==> src/rtl/regfile_pkg.sv <==
// rtl/regfile_pkg.sv - register-file geometry and writeback arbiter state encoding
package regfile_pkg;

  localparam int REG_ADDR_W = 5;
  localparam int REG_DATA_W = 32;
  localparam logic [REG_ADDR_W-1:0] REG_ZERO = 5'd0;
  localparam int NUM_REGS = 32;

  typedef enum logic {
    ST_NORMAL = 1'b0,
    ST_FORCE  = 1'b1
  } arb_state_e;

endpackage

==> src/rtl/regfile_wb_arbiter_if.sv <==
// rtl/regfile_wb_arbiter_if.sv - writeback ports, issue tracking and register-file write bus
interface regfile_wb_arbiter_if;
  import regfile_pkg::*;

  logic                  a_we;
  logic [REG_ADDR_W-1:0] a_addr;
  logic [REG_DATA_W-1:0] a_data;
  logic                  b_valid;
  logic                  b_ready;
  logic [REG_ADDR_W-1:0] b_addr;
  logic [REG_DATA_W-1:0] b_data;
  logic                  issue_valid;
  logic [REG_ADDR_W-1:0] issue_addr;
  logic                  RegWrite;
  logic [REG_ADDR_W-1:0] write_addr;
  logic [REG_DATA_W-1:0] write_data;
  logic                  stall_pipe;
  logic [NUM_REGS-1:0]   busy_vec;
  logic                  protocol_err;

  modport master (
    output a_we, a_addr, a_data,
    output b_valid, b_addr, b_data,
    output issue_valid, issue_addr,
    input  b_ready, RegWrite, write_addr, write_data,
    input  stall_pipe, busy_vec, protocol_err
  );

  modport slave (
    input  a_we, a_addr, a_data,
    input  b_valid, b_addr, b_data,
    input  issue_valid, issue_addr,
    output b_ready, RegWrite, write_addr, write_data,
    output stall_pipe, busy_vec, protocol_err
  );

endinterface

==> src/rtl/regfile_scoreboard.sv <==
// rtl/regfile_scoreboard.sv - pending-destination bits for in-flight multi-cycle results
module regfile_scoreboard
  import regfile_pkg::*;
(
  input  logic                  clk,
  input  logic                  rst_n,
  input  logic                  i_set_valid,
  input  logic [REG_ADDR_W-1:0] i_set_addr,
  input  logic                  i_clr_valid,
  input  logic [REG_ADDR_W-1:0] i_clr_addr,
  output logic [NUM_REGS-1:0]   o_busy_vec,
  output logic                  o_err_set,
  output logic                  o_err_clr
);

  logic [NUM_REGS-1:0] r_busy;
  logic [NUM_REGS-1:0] w_busy_nxt;
  logic                w_set_hit;
  logic                w_clr_hit;

  always_comb begin
    w_set_hit  = i_set_valid && (i_set_addr != REG_ZERO);
    w_clr_hit  = i_clr_valid && (i_clr_addr != REG_ZERO);
    w_busy_nxt = r_busy;
    // Set is applied last: a fresh issue supersedes the retiring result.
    if (w_clr_hit) w_busy_nxt[i_clr_addr] = 1'b0;
    if (w_set_hit) w_busy_nxt[i_set_addr] = 1'b1;
    w_busy_nxt[0] = 1'b0;
    o_err_set = w_set_hit && r_busy[i_set_addr]
                && !(w_clr_hit && (i_clr_addr == i_set_addr));
    o_err_clr = w_clr_hit && !r_busy[i_clr_addr];
  end

  always_ff @(posedge clk or negedge rst_n) begin
    if (!rst_n) begin
      r_busy <= '0;
    end else begin
      r_busy <= w_busy_nxt;
    end
  end

  assign o_busy_vec = r_busy;

endmodule

==> src/rtl/regfile_wb_arbiter.sv <==
// rtl/regfile_wb_arbiter.sv - register-file write port arbiter between pipeline and mul/div writeback
module regfile_wb_arbiter
  import regfile_pkg::*;
#(
  parameter int STARVE_LIMIT = 4,
  parameter int CNT_W        = 3
)
(
  input  logic                 clk,
  input  logic                 reset,
  regfile_wb_arbiter_if.slave  bus
);

  localparam logic [CNT_W-1:0] CNT_MAX  = '1;
  localparam logic [CNT_W-1:0] CNT_TRIP = CNT_W'(STARVE_LIMIT - 1);

  arb_state_e            r_state;
  arb_state_e            w_state_nxt;
  logic [CNT_W-1:0]      r_cnt;
  logic [CNT_W-1:0]      w_cnt_nxt;
  logic                  r_b_pend;
  logic                  r_err;
  logic                  w_grant_a;
  logic                  w_grant_b;
  logic                  w_b_blocked;
  logic [REG_ADDR_W-1:0] w_wr_addr;
  logic [REG_DATA_W-1:0] w_wr_data;
  logic [NUM_REGS-1:0]   w_busy;
  logic                  w_err_set;
  logic                  w_err_clr;
  logic                  w_err_any;

  always_comb begin
    w_grant_a = 1'b0;
    w_grant_b = 1'b0;
    if (r_state == ST_FORCE) begin
      w_grant_b = bus.b_valid;
    end else if (bus.a_we) begin
      w_grant_a = 1'b1;
    end else begin
      w_grant_b = bus.b_valid;
    end
  end

  assign w_b_blocked = bus.b_valid && !w_grant_b;

  always_comb begin
    w_wr_addr = REG_ZERO;
    w_wr_data = '0;
    if (w_grant_a) begin
      w_wr_addr = bus.a_addr;
      w_wr_data = bus.a_data;
    end else if (w_grant_b) begin
      w_wr_addr = bus.b_addr;
      w_wr_data = bus.b_data;
    end
  end

  always_comb begin
    w_state_nxt = r_state;
    w_cnt_nxt   = r_cnt;
    case (r_state)
      ST_NORMAL: begin
        if (w_b_blocked) begin
          if (r_cnt == CNT_TRIP) w_state_nxt = ST_FORCE;
          if (r_cnt != CNT_MAX)  w_cnt_nxt   = r_cnt + CNT_W'(1);
        end else begin
          w_cnt_nxt = '0;
        end
      end
      ST_FORCE: begin
        // B is either accepted now or has illegally dropped; both end the stall.
        w_state_nxt = ST_NORMAL;
        w_cnt_nxt   = '0;
      end
      default: begin
        w_state_nxt = ST_NORMAL;
        w_cnt_nxt   = '0;
      end
    endcase
  end

  regfile_scoreboard u_scoreboard (
    .clk         (clk),
    .rst_n       (reset),
    .i_set_valid (bus.issue_valid),
    .i_set_addr  (bus.issue_addr),
    .i_clr_valid (w_grant_b),
    .i_clr_addr  (bus.b_addr),
    .o_busy_vec  (w_busy),
    .o_err_set   (w_err_set),
    .o_err_clr   (w_err_clr)
  );

  // A drop in FORCE is always caught by r_b_pend, since FORCE is only entered from a blocked cycle.
  assign w_err_any = (bus.a_we && (r_state == ST_FORCE))
                   || (r_b_pend && !bus.b_valid)
                   || w_err_set
                   || w_err_clr
                   || (bus.a_we && w_busy[bus.a_addr]);

  always_ff @(posedge clk or negedge reset) begin
    if (!reset) begin
      r_state  <= ST_NORMAL;
      r_cnt    <= '0;
      r_b_pend <= 1'b0;
      r_err    <= 1'b0;
    end else begin
      r_state  <= w_state_nxt;
      r_cnt    <= w_cnt_nxt;
      r_b_pend <= w_b_blocked;
      r_err    <= r_err | w_err_any;
    end
  end

  assign bus.b_ready      = w_grant_b;
  assign bus.RegWrite     = (w_grant_a || w_grant_b) && (w_wr_addr != REG_ZERO);
  assign bus.write_addr   = w_wr_addr;
  assign bus.write_data   = w_wr_data;
  assign bus.stall_pipe   = (r_state == ST_FORCE);
  assign bus.busy_vec     = w_busy;
  assign bus.protocol_err = r_err;

endmodule

==> src/flat_wrapper.sv <==
// flat-port wrapper written by rule: the top's interface ports become plain ports
module regfile_wb_arbiter_flat import regfile_pkg::*;
#(
  parameter int STARVE_LIMIT = 4,
  parameter int CNT_W        = 3
)
  (clk, reset, bus_a_we, bus_a_addr, bus_a_data, bus_b_valid, bus_b_addr, bus_b_data, bus_issue_valid, bus_issue_addr, bus_b_ready, bus_RegWrite, bus_write_addr, bus_write_data, bus_stall_pipe, bus_busy_vec, bus_protocol_err);
  regfile_wb_arbiter_if bus_i ();
  input  logic clk;
  input  logic reset;
  input wire logic [$bits(bus_i.a_we)-1:0] bus_a_we;
  input wire logic [$bits(bus_i.a_addr)-1:0] bus_a_addr;
  input wire logic [$bits(bus_i.a_data)-1:0] bus_a_data;
  input wire logic [$bits(bus_i.b_valid)-1:0] bus_b_valid;
  input wire logic [$bits(bus_i.b_addr)-1:0] bus_b_addr;
  input wire logic [$bits(bus_i.b_data)-1:0] bus_b_data;
  input wire logic [$bits(bus_i.issue_valid)-1:0] bus_issue_valid;
  input wire logic [$bits(bus_i.issue_addr)-1:0] bus_issue_addr;
  output wire logic [$bits(bus_i.b_ready)-1:0] bus_b_ready;
  output wire logic [$bits(bus_i.RegWrite)-1:0] bus_RegWrite;
  output wire logic [$bits(bus_i.write_addr)-1:0] bus_write_addr;
  output wire logic [$bits(bus_i.write_data)-1:0] bus_write_data;
  output wire logic [$bits(bus_i.stall_pipe)-1:0] bus_stall_pipe;
  output wire logic [$bits(bus_i.busy_vec)-1:0] bus_busy_vec;
  output wire logic [$bits(bus_i.protocol_err)-1:0] bus_protocol_err;
  assign bus_i.a_we = bus_a_we;
  assign bus_i.a_addr = bus_a_addr;
  assign bus_i.a_data = bus_a_data;
  assign bus_i.b_valid = bus_b_valid;
  assign bus_i.b_addr = bus_b_addr;
  assign bus_i.b_data = bus_b_data;
  assign bus_i.issue_valid = bus_issue_valid;
  assign bus_i.issue_addr = bus_issue_addr;
  assign bus_b_ready = bus_i.b_ready;
  assign bus_RegWrite = bus_i.RegWrite;
  assign bus_write_addr = bus_i.write_addr;
  assign bus_write_data = bus_i.write_data;
  assign bus_stall_pipe = bus_i.stall_pipe;
  assign bus_busy_vec = bus_i.busy_vec;
  assign bus_protocol_err = bus_i.protocol_err;
  regfile_wb_arbiter #(.STARVE_LIMIT(STARVE_LIMIT), .CNT_W(CNT_W)) u_core (.clk(clk), .reset(reset), .bus(bus_i));
endmodule
==> config.mk <==
export PLATFORM = sky130hd
export DESIGN_NAME = regfile_wb_arbiter_flat
export DESIGN_NICKNAME = d
export VERILOG_FILES = /design/src/rtl/regfile_pkg.sv /design/src/rtl/regfile_wb_arbiter_if.sv /design/src/rtl/regfile_scoreboard.sv /design/src/rtl/regfile_wb_arbiter.sv /design/src/flat_wrapper.sv
export SDC_FILE = /design/constraint.sdc
export NUM_CORES = 1
export LEC_CHECK = 0
export CAP_MARGIN = 40
export CORE_MARGIN = 2
export CORE_UTILIZATION = 40
export DETAILED_ROUTE_END_ITERATION = 8
export GPL_ROUTABILITY_DRIVEN = 0
export PLACE_DENSITY = 0.81
export SLEW_MARGIN = 20
export SYNTH_ARGS = -nofsm -noshare
export SYNTH_HDL_FRONTEND = slang
export SYNTH_SLANG_ARGS = --single-unit
export TNS_END_PERCENT = 100
==> constraint.sdc <==
create_clock -name clk -period 4.5 [get_ports clk]
set_input_delay 1.125 -clock clk [delete_from_list [all_inputs] [get_ports clk]]
set_output_delay 1.125 -clock clk [all_outputs]
set_load 0.01 [all_outputs]
==> impl_results.rst, run 1 <==
.. list-table::
   :header-rows: 1

   * - Metric
     - Value
   * - Total core area
     - 0.00733 sq mm
   * - Cells after synthesis
     - between 300 and 400
   * - Power per unit of standard cell area
     - 277 mW/mm^2
   * - Category of the worst setup path capture point
     - output pin
   * - Aggregate routed wire length
     - between 10000 and 15000 microns
   * - Cell with the biggest individual delay on the critical path
     - sky130_fd_sc_hd__clkdlybuf4s50_1
   * - TNS Setup
     - 0 ps
   * - Number of DRC markers after the initial detailed-route iteration
     - ~290
   * - Final number of setup-violating endpoints
     - 0
   * - Compound-gate portion of the synthesized area
     - 15.9%
   * - Hold WC Path Type
     - reg -> reg
   * - Clock buffer count from CTS
     - 5
   * - Synth area leaders
     - sky130_fd_sc_hd__dfrtp_1 30%, sky130_fd_sc_hd__nand2_1 9.9%, sky130_fd_sc_hd__o21ai_0 9.6%
   * - Critical-path cell list
     - clkdlybuf4s50_1 > nand2b_2 > nand2_4 > inv_4 > nand2_2 > o21ai_2 > or3_1 > or3_1 > clkdlybuf4s50_1
   * - Critical Path RT
     - about 3400 ps
   * - Arrival time at the worst endpoint
     - 3280 ps
   * - Peak VDD IR
     - 0.000199 V
   * - Setup CP Type
     - in -> out
   * - Final Cycle Share
     - between 90% and 100%
   * - Setup slack of the critical path after layout
     - roughly 90 ps
   * - TritonCTS clock tree
     - done
   * - Delay of the slowest cell on the worst path
     - approximately 550 ps
   * - Post-Synthesis Cell Area
     - ~0.0031 sq mm
   * - Layout cell share with drive strength beyond 1
     - under 10%
   * - Initial core utilization
     - roughly two fifths
   * - Static leakage
     - 2.01 nW
   * - Most common cell in the netlist
     - sky130_fd_sc_hd__nand2_1
   * - Clock sink count
     - 37
   * - Clock insertion delay at the later pin of the skew report
     - 290 ps
   * - Clk root buf
     - sky130_fd_sc_hd__clkbuf_8
   * - FP Rows
     - 31
   * - Routed vias
     - around 3700
   * - Layout-stage area growth over the synthesis result
     - 55.5%
   * - Type of origin of the critical path
     - primary input
   * - Sequential element share of the synthesized area
     - 30.2%
   * - Reported max-cap violation count
     - 0
   * - Post-synthesis share of cell area spent on xor and xnor gates
     - approximately 1.7%
   * - Overflow left after global routing
     - 0
   * - Sequential cell area
     - ~930 sq um
   * - Number of antenna violations at the first check in global routing
     - 0
   * - Number of global-route vias before repair
     - around 3500
   * - Max Fclk
     - 227 MHz
   * - Remaining antenna violation count after routing
     - 0
   * - Internal power of the cells
     - 0.000854 W
   * - GRT Resource Usage Total
     - between 20% and 30%
   * - Global-route wire length before repair
     - ~19000 microns
   * - Width of the die
     - slightly above 90 microns
   * - Portion of synthesized cell area occupied by the leading cell type
     - a little over 30%
   * - Unrepaired setup endpoints after global routing
     - no
   * - Fill cell instance count of the final layout
     - 620
   * - Combinational family with the most area after synthesis
     - simple AND/OR/NAND/NOR gates
   * - Multi-input gate area in the final layout
     - ~0.002 sq mm
   * - Total I/O pin count
     - ~160
   * - Yosys cell types
     - 44
   * - Vias/cell
     - just under 6
   * - Synthesized area per cell
     - ~7.9 sq um
   * - Synth Net Count
     - approximately 480
   * - Final-report hold violation count
     - 0
   * - Fraction of power consumed by the clock network
     - approximately 16%
   * - Run status
     - finished, final reports clean
   * - Simple-Gate Fraction of Synth Area
     - 27.3%
   * - Reported net switching power
     - 0.000467 W
   * - Slew margin rel.
     - ~63%
   * - Clock-pin slew of the registers on the worst-case setup and hold paths
     - ~70 ps
   * - Number of enable-type register cells in the synthesized netlist
     - 0
   * - Adder-cell share of the synthesized area
     - between 1 and 1.5%
   * - Crit-path max FO
     - 6
   * - Clock tree skew after final layout
     - 2.93 ps
   * - Half-perimeter wire length after detailed placement
     - approximately 9000 microns
   * - Transition time of the tightest slew-check pin
     - ~550 ps
   * - Reg power frac
     - roughly 37%
   * - Antenna diode count
     - 0
   * - Top cell types by occurrence after synthesis
     - 81 x sky130_fd_sc_hd__nand2_1, 59 x sky130_fd_sc_hd__o21ai_0, 47 x sky130_fd_sc_hd__nand3_1
   * - Final Net Count
     - between 600 and 700
   * - Synthesis warning total
     - 0
   * - Maximum number of pins on one net before global-route repair
     - 38
   * - Routed wirelength normalized by instance count
     - about 19 microns
   * - Number of slew-limit violations in the final report
     - 0
   * - Die outline height
     - 91.5 microns
   * - Buffer depth of the longest clock path
     - 2
   * - Post-synth top flop
     - sky130_fd_sc_hd__dfrtp_1
   * - Flops & latches, synth
     - 37
   * - Remaining DRCs
     - 0
   * - Switching share of total power
     - 35.3%
   * - Minimum setup slack after placement
     - 23.9 ps
   * - Proportion of synthesized area in mux cells
     - approximately 17%
   * - Die area
     - between 0.008 and 0.009 sq mm
   * - CTS H-tree lvls
     - 2
   * - Worst r2r path cells
     - 6
   * - Minimum clock period after layout
     - between 4000 and 5000 ps
   * - Hold Crit Depth
     - 2
   * - Port Buffer Count
     - 155
   * - Fraction of registers with async set or reset after synthesis
     - 100%
   * - Cell accounting for the most synthesized area
     - sky130_fd_sc_hd__dfrtp_1
   * - Combinational share of power
     - a little under half
   * - Pre-antenna DRT Iters
     - 5
## power groups by stage
| stage | clock network [W] | registers, W | logic, W |
|---|---|---|---|
| after floorplan | 0 | 0.000501 | 0.000253 |
| after CTS | 0.000217 | 0.000488 | 0.000616 |
| after global placement | 0 | 0.000490 | 0.000602 |
| after detailed placement | 0 | 0.000493 | 0.000610 |
| final | 0.000214 | 0.000491 | 0.000617 |
| after global routing | 0.000231 | 0.000502 | 0.000662 |
## sequential cells by signal, summed over array words and instances (netlist names)
signal                          flops
u_core.r_cnt                        3
u_core.r_b_pend                     1
u_core.bus.stall_pipe               1
u_core.bus.protocol_err             1
u_core.u_scoreboard.o_busy_vec     31
## cells in the final DEF (no fill, tap or decap), drive strengths merged
master         netlist  layout
a21oi                6       6
a22o                 1       1
a22oi                4       4
a31oi                1       1
a32oi                1       1
and2b                1       1
and3                 1       1
buf                 20      14
clkbuf              10       5
clkdlybuf4s50        0     155
clkinv               0       1
conb                 1       1
dfrtp               37      37
ha                   3       3
inv                  9       9
mux2                 2       2
mux2i               28      28
mux4                10      10
nand2               83      83
nand2b               3       3
nand3               47      47
nand3b               7       7
nand4b               2       2
nor2                12      12
nor2b                6       6
nor3                 6       6
nor3b                1       1
o21ai               61      61
o221ai               1       1
o22ai                7       7
o311a                1       1
o31ai                3       3
o41ai                1       1
or3                  4       4
or3b                 2       2
or4b                 1       1
xnor2                3       3
xor2                 3       3
## metal layers
layer	vias up	global-route usage [%]	routed length [microns]
li1	1670	-	-
met1	1711	34.9	4360
met2	277	47.7	5800
met3	40	6.64	1450
met4	0	9.09	316
met5	-	0	0
## worst max-delay path: cells and delay by family
family,cells,cell delay (ps)
compound gates,1,50
buf+inv,3,1110
simple gates,5,990
## worst paths after layout
| path | startpoint | to | slack (ps) |
|---|---|---|---|
| min reg2reg | u_core.r_cnt[1] | u_core.r_cnt[1] | 540 |
| min | u_core.r_cnt[1] | u_core.r_cnt[1] | 540 |
| max reg2reg | u_core.u_scoreboard.o_busy_vec[26] | u_core.bus.protocol_err | 2680 |
| max in group asynchronous | reset | u_core.u_scoreboard.o_busy_vec[24] | 2920 |
| max | bus_a_we | bus_RegWrite | 90 |
| min in group asynchronous | reset | u_core.u_scoreboard.o_busy_vec[11] | 1260 |
## timing repair
action / CTS / global route
hold endpoints to repair: 0 / 0
hold buffers: 0 / 0
endpoints found under the setup margin: 0 / 1
gates resized for setup: 0 / 1
buffers inserted: 0 / 0
## stage by stage
step           hold slack [ps]  cells  utilization (%)  instance area, sq um  total power, W
2_1_floorplan              493    389                -                  3060        0.000754
3_3_place_gp               511    627             63.9                  4690         0.00109
3_5_place_dp               535    627             63.9                  4690         0.00110
4_1_cts                    550    633             64.9                  4760         0.00132
5_1_grt                    590    633             65.0                  4760         0.00139
6_report                   544    633             65.0                  4760         0.00132
## area by class of cell
| class | count | share of cell area [%] |
|---|---|---|
| multi-input cells | 313 | 40.9 |
| clock inverters | 1 | 0.105 |
| repair buffers | 169 | 34.8 |
| inverters | 9 | 0.762 |
| well taps | 99 | 2.60 |
| clock buffers | 5 | 1.44 |
| flip-flops and latches | 37 | 19.4 |
## logic make-up after synthesis
family / after synthesis
and+or+nand+nor: 176
AOI/OAI and AO/OA: 87
muxes: 40
buffers and inverters: 39
DFF: 37
xor gates and xnor gates: 6
adders and majority gates: 3
other: 1
Power figures use the tool's default switching activity.
==> run 2, diff against run 1 <==
- PLACE_DENSITY: 0.81 -> not set
- PLACE_DENSITY_LB_ADDON: not set -> 0.3
==> run 2 against run 1 <==
Clock power up 12%. Power up 1.9%. Worst setup slack worse by 19 ps. Combinational power about the same. Fmax down 0.42%. Utilization up 0.17 points. Worst hold slack better by 21 ps. Cell count up 0.32%. Sequential cell count unchanged. Wire length up 1.1%. Critical path type unchanged. Highest routed layer unchanged.
==> impl_results.rst, run 2 (synthesis results as in run 1) <==
.. list-table::
   :header-rows: 1

   * - Metric
     - Value
   * - Run status
     - finished, final reports clean (unchanged)
   * - Clock buffer count from CTS
     - 5 (unchanged)
   * - TNS Setup
     - 0 ps (unchanged)
   * - Half-perimeter wire length after detailed placement
     - 8850 microns (was 8970 microns)
   * - Commonest cells after routing, fill and taps aside
     - 155 x sky130_fd_sc_hd__clkdlybuf4s50_1, 81 x sky130_fd_sc_hd__nand2_1, 59 x sky130_fd_sc_hd__o21ai_0, 47 x sky130_fd_sc_hd__nand3_1, 37 x sky130_fd_sc_hd__dfrtp_1 (unchanged)
   * - Static leakage
     - 2.02 nW (was 2.01 nW)
   * - Commonest non-fill, non-tap cell in the layout
     - sky130_fd_sc_hd__clkdlybuf4s50_1 (unchanged)
   * - Reg power frac
     - 36.4% (was 37.1%)
   * - Layout-stage area growth over the synthesis result
     - 55.9% (was 55.5%)
   * - Final number of setup-violating endpoints
     - 0 (unchanged)
   * - Reported net switching power
     - 0.000487 W (was 0.000467 W)
   * - Clock insertion delay at the later pin of the skew report
     - 310 ps (was 290 ps)
   * - FP Rows
     - 31 (unchanged)
   * - Remaining antenna violation count after routing
     - 0 (unchanged)
   * - Crit-path max FO
     - 6 (unchanged)
   * - Internal power of the cells
     - 0.000859 W (was 0.000854 W)
   * - Fill cell instance count of the final layout
     - 622 (was 620)
   * - Layout cell share with drive strength beyond 1
     - 7.84% (was 7.49%)
   * - Clk root buf
     - sky130_fd_sc_hd__clkbuf_8 (unchanged)
   * - Clock-pin slew of the registers on the worst-case setup and hold paths
     - 90 ps (was 70 ps)
   * - Routed wirelength normalized by instance count
     - 19.0 microns (was 18.8 microns)
   * - Transition time of the tightest slew-check pin
     - 629 ps (was 549 ps)
   * - Pre-antenna DRT Iters
     - 5 (unchanged)
   * - Type of origin of the critical path
     - primary input (unchanged)
   * - TritonCTS clock tree
     - done (unchanged)
   * - Overflow left after global routing
     - 0 (unchanged)
   * - Category of the worst setup path capture point
     - output pin (unchanged)
   * - Switching share of total power
     - 36.2% (was 35.3%)
   * - Number of global-route vias before repair
     - 3566 (was 3487)
   * - CTS H-tree lvls
     - 2 (unchanged)
   * - Power per unit of standard cell area
     - 282 mW/mm^2 (was 277 mW/mm^2)
   * - Remaining DRCs
     - 0 (unchanged)
   * - Reported max-cap violation count
     - 0 (unchanged)
   * - Number of buffers and inverters on the critical path
     - 3 (unchanged)
   * - Delay of the slowest cell on the worst path
     - 560 ps (was 550 ps)
   * - Combinational share of power
     - 45.9% (was 46.7%)
   * - CP top delay family
     - buffers and inverters (unchanged)
   * - Clock sink count
     - 37 (unchanged)
   * - Antenna diode count
     - 0 (unchanged)
   * - Total core area
     - 0.00733 sq mm (unchanged)
   * - Slew margin rel.
     - 58.0% (was 63.3%)
   * - Max Fclk
     - 226 MHz (was 227 MHz)
   * - Number of slew-limit violations in the final report
     - 0 (unchanged)
   * - Launch instance of the worst min-delay path
     - u_core.r_cnt[2] (was u_core.r_cnt[1])
   * - Hold WC Path Type
     - reg -> reg (unchanged)
   * - Initial core utilization
     - 41.8% (unchanged)
   * - Die outline height
     - 91.5 microns (unchanged)
   * - Maximum number of pins on one net before global-route repair
     - 38 (unchanged)
   * - Clock tree skew after final layout
     - 10.4 ps (was 2.93 ps)
   * - Port Buffer Count
     - 155 (unchanged)
   * - GRT Resource Usage Total
     - 28.1% (was 28.0%)
   * - Die area
     - 0.00838 sq mm (unchanged)
   * - Flip-flop count of the largest register after layout
     - 31 (unchanged)
   * - Critical Path RT
     - 3380 ps (about the same)
   * - Buffer depth of the longest clock path
     - 2 (unchanged)
   * - Fraction of power consumed by the clock network
     - 17.7% (was 16.2%)
   * - Aggregate routed wire length
     - 12100 microns (was 11900 microns)
   * - Number of DRC markers after the initial detailed-route iteration
     - 357 (was 287)
   * - Width of the die
     - 91.5 microns (unchanged)
   * - Beginning of the critical path
     - bus_a_we (unchanged)
   * - Global-route wire length before repair
     - 18700 microns (was 18600 microns)
   * - Cell with the biggest individual delay on the critical path
     - sky130_fd_sc_hd__clkdlybuf4s50_1 (unchanged)
   * - Vias/cell
     - 5.80 (was 5.84)
   * - Minimum clock period after layout
     - 4430 ps (was 4410 ps)
   * - Unrepaired setup endpoints after global routing
     - no (unchanged)
   * - Number of antenna violations at the first check in global routing
     - 0 (unchanged)
   * - Final Net Count
     - 622 (unchanged)
   * - Arrival time at the worst endpoint
     - 3300 ps (was 3280 ps)
   * - Critical-path cell list
     - clkdlybuf4s50_1 > nand2b_2 > nand2_4 > inv_4 > nand2_2 > o21ai_2 > or3_1 > or3_1 > clkdlybuf4s50_1 (unchanged)
   * - Final Cycle Share
     - 98.4% (was 98.0%)
   * - Routed vias
     - 3681 (was 3698)
   * - Total I/O pin count
     - 157 (unchanged)
   * - Final-report hold violation count
     - 0 (unchanged)
   * - Final Total Pwr
     - 0.00135 W (was 0.00132 W)
   * - Setup CP Type
     - in -> out (unchanged)
   * - Peak VDD IR
     - 0.000194 V (was 0.000199 V)
   * - R2R Path Start
     - u_core.u_scoreboard.o_busy_vec[27] (was u_core.u_scoreboard.o_busy_vec[26])
-- run 2: changes by cell type in the layout (fill, tap and decap cells not counted) --
cell / before / now
sky130_fd_sc_hd__clkinv_2: 1 / 2
sky130_fd_sc_hd__clkinvlp_4: 0 / 1
-- run 2: worst paths after layout --
| kind | endpoint | slack [ps] | cells after the start |
|---|---|---|---|
| max | bus_RegWrite | 70 | 9 |
| min | u_core.r_cnt[2] | 560 | 2 |
| max reg2reg | u_core.bus.protocol_err | 2670 | 6 |
| min reg2reg | u_core.r_cnt[2] | 560 | 2 |
| max in group asynchronous | u_core.u_scoreboard.o_busy_vec[24] | 2920 | 2 |
| min in group asynchronous | u_core.u_scoreboard.o_busy_vec[4] | 1240 | 2 |
-- run 2: layer usage --
metal  vias to the layer above  share of wire (%)  track usage (%)
li1                       1674                  -                -
met1                      1725                 38             36.0
met2                       249                 48             47.6
met3                        33                 10             4.90
met4                         0                2.8             10.1
met5                         -                  0                0
-- run 2: through the flow --
stage	cells	area, sq um	worst slack, ps	utilization, %	hold slack [ps]
3_3_place_gp	627	4690	97.4	63.9	513
6_report	635	4780	72.2	65.1	565
5_1_grt	635	4780	10.6	65.1	607
3_5_place_dp	627	4690	3.60	63.9	550
4_1_cts	635	4780	73.4	65.1	568
2_1_floorplan	389	3060	1120	-	493
-- run 2: repair_timing --
| action | CTS | global route |
|---|---|---|
| hold endpoints to repair | 0 | 0 |
| endpoints found under the setup margin | 1 | 0 |
| resized for setup | 1 | 0 |
| buffers inserted | 0 | 0 |
| hold buffers | 0 | 0 |
-- run 2: tightest hold or removal path, delay by kind of cell (launching register included) --
family,cells,cell delay (ps)
AO/OA/AOI/OAI,1,70
AND/OR/NAND/NOR,1,80
flip-flops,1,380
-- run 2: area by class of cell --
class	count	area [sq um]	share of cell area, %
Multi-Input combinational cell	313	1950	40.8
Timing Repair Buffer	169	1660	34.7
Sequential cell	37	926	19.4
Tap cell	99	124	2.59
Clock buffer	5	68.8	1.44
Inverter	9	36.3	0.760
Clock inverter	3	17.5	0.367
-- run 2: power groups by stage --
stage	Combinational [W]	Sequential, W	Clock, W
6_report	0.000618	0.000490	0.000239
5_1_grt	0.000664	0.000504	0.000248
4_1_cts	0.000616	0.000488	0.000240
3_5_place_dp	0.000611	0.000493	0
3_3_place_gp	0.000600	0.000491	0
2_1_floorplan	0.000253	0.000501	0
==> variant: new RTL, config.mk and constraints of run 2 <==
Make the reset (`reset` and `rst_n`) synchronous in 2 clocked blocks.
--- a/src/rtl/regfile_scoreboard.sv
+++ b/src/rtl/regfile_scoreboard.sv
@@ -32,5 +32,5 @@
   end
 
-  always_ff @(posedge clk or negedge rst_n) begin
+  always_ff @(posedge clk) begin
     if (!rst_n) begin
       r_busy <= '0;
--- a/src/rtl/regfile_wb_arbiter.sv
+++ b/src/rtl/regfile_wb_arbiter.sv
@@ -100,5 +100,5 @@
                    || (bus.a_we && w_busy[bus.a_addr]);
 
-  always_ff @(posedge clk or negedge reset) begin
+  always_ff @(posedge clk) begin
     if (!reset) begin
       r_state  <= ST_NORMAL;
Function: differs if reset is asserted again (counterexample within 4 cycles, from zero or initial values and one cycle with reset low); with reset held inactive, the same outputs for 10 cycles.
==> variant against run 2 <==
  * Highest routed layer unchanged
  * Maximum frequency up 5.7%
  * Sequential cell count unchanged
  * Die area down 5.9%
  * Setup slack better by 0.24 ns
  * Sequential share of layout area down 3.5 points
  * Wire length down 3.2%
  * Utilization up 2.6 points
  * Critical endpoint unchanged
  * Register-to-register slack worse by 0.03 ns
  * Critical path depth down 2
  * Final area down 2.6%
  * Synthesized area down 6.2%
  * First-iteration DRC count up 12%
Power is not compared: it rests on default switching activity, and its combinational part moved more than twofold at a synthesized area within 25%.
==> variant: results <==
export IMPL_yosys_top_cells_area="dfxtp_1 (26%), a22o_1 (11%), mux4_2 (10%), a21boi_0 (8.1%), o21ai_0 (5.9%)"
export IMPL_grt_pass1_vias=3255
export IMPL_viasPerCell=5.89
export IMPL_slowest_delay_ns=0.50
export IMPL_multi_input_area_um2=2000
export IMPL_status="complete, no violations"
export IMPL_clock_cell_area_share_pct=2.50
export IMPL_clock_latency_ns=0.29
export IMPL_reg2reg_to="u_core.bus.protocol_err"
export IMPL_seq_share_pct=15.9
export IMPL_dr_total_vias=3379
export IMPL_wl_met3_um=1570
export IMPL_postPlaceCellArea_um2=4540
export IMPL_synthTopCellsByCount="nand2_1 (45), a22o_1 (37), dfxtp_1 (37), o21ai_0 (34), a21boi_0 (31)"
export IMPL_grt_met1_usage_pct=35.2
export IMPL_multi_input_area_share_pct=43.1
export IMPL_met1_length_um=4210
export IMPL_wl_met2_um=5500
export IMPL_grt_pass1_wl_um=17400
export IMPL_skew_ns=0.00222
export IMPL_grt_max_degree=28
export IMPL_inv_count=4
export IMPL_worst_ep_arrival_time_ns=3.06
export IMPL_reg2reg_slack_ns=2.64
export IMPL_fillers=574
export IMPL_routed_wl_um=11700
export IMPL_drtIter0Drc=400
export IMPL_place_inst=566
export IMPL_multi_input_gates=261
export IMPL_fp_dieArea_um2=7880
export IMPL_clock_buffers=7
export IMPL_reg2reg_from="u_core.u_scoreboard.o_busy_vec[19]"
export IMPL_synthDistinctLibCells=42
export IMPL_grt_use_total_pct=29.4
export IMPL_drive_gt1_share_pct=9.00
variant: worst min-delay path by stage:
stage | slack [ns] | to | depth (start not counted) | from
2_1_floorplan | 0.47 | u_core.r_cnt[1] | 2 | u_core.r_cnt[1]
3_3_place_gp | 0.48 | u_core.r_cnt[1] | 2 | u_core.r_cnt[1]
3_5_place_dp | 0.50 | u_core.r_cnt[1] | 2 | u_core.r_cnt[1]
4_1_cts | 0.52 | u_core.r_cnt[1] | 2 | u_core.r_cnt[1]
5_1_grt | 0.56 | u_core.r_cnt[1] | 2 | u_core.r_cnt[1]
6_report | 0.51 | u_core.r_cnt[1] | 2 | u_core.r_cnt[1]
variant: cell families (layout without fill, tap and decap cells):
kind of cell               Yosys count  in the layout  share of synthesized area, %
AOI/OAI and AO/OA                  123            123                          30.8
xor gates and xnor gates             5              5                          1.52
adders and majority gates            3              3                          1.31
buffers and inverters               33            180                          4.83
DFF                                 37             37                          25.8
muxes                               31             31                          20.2
other                                1              1                         0.130
and+or+nand+nor                     98             98                          15.5
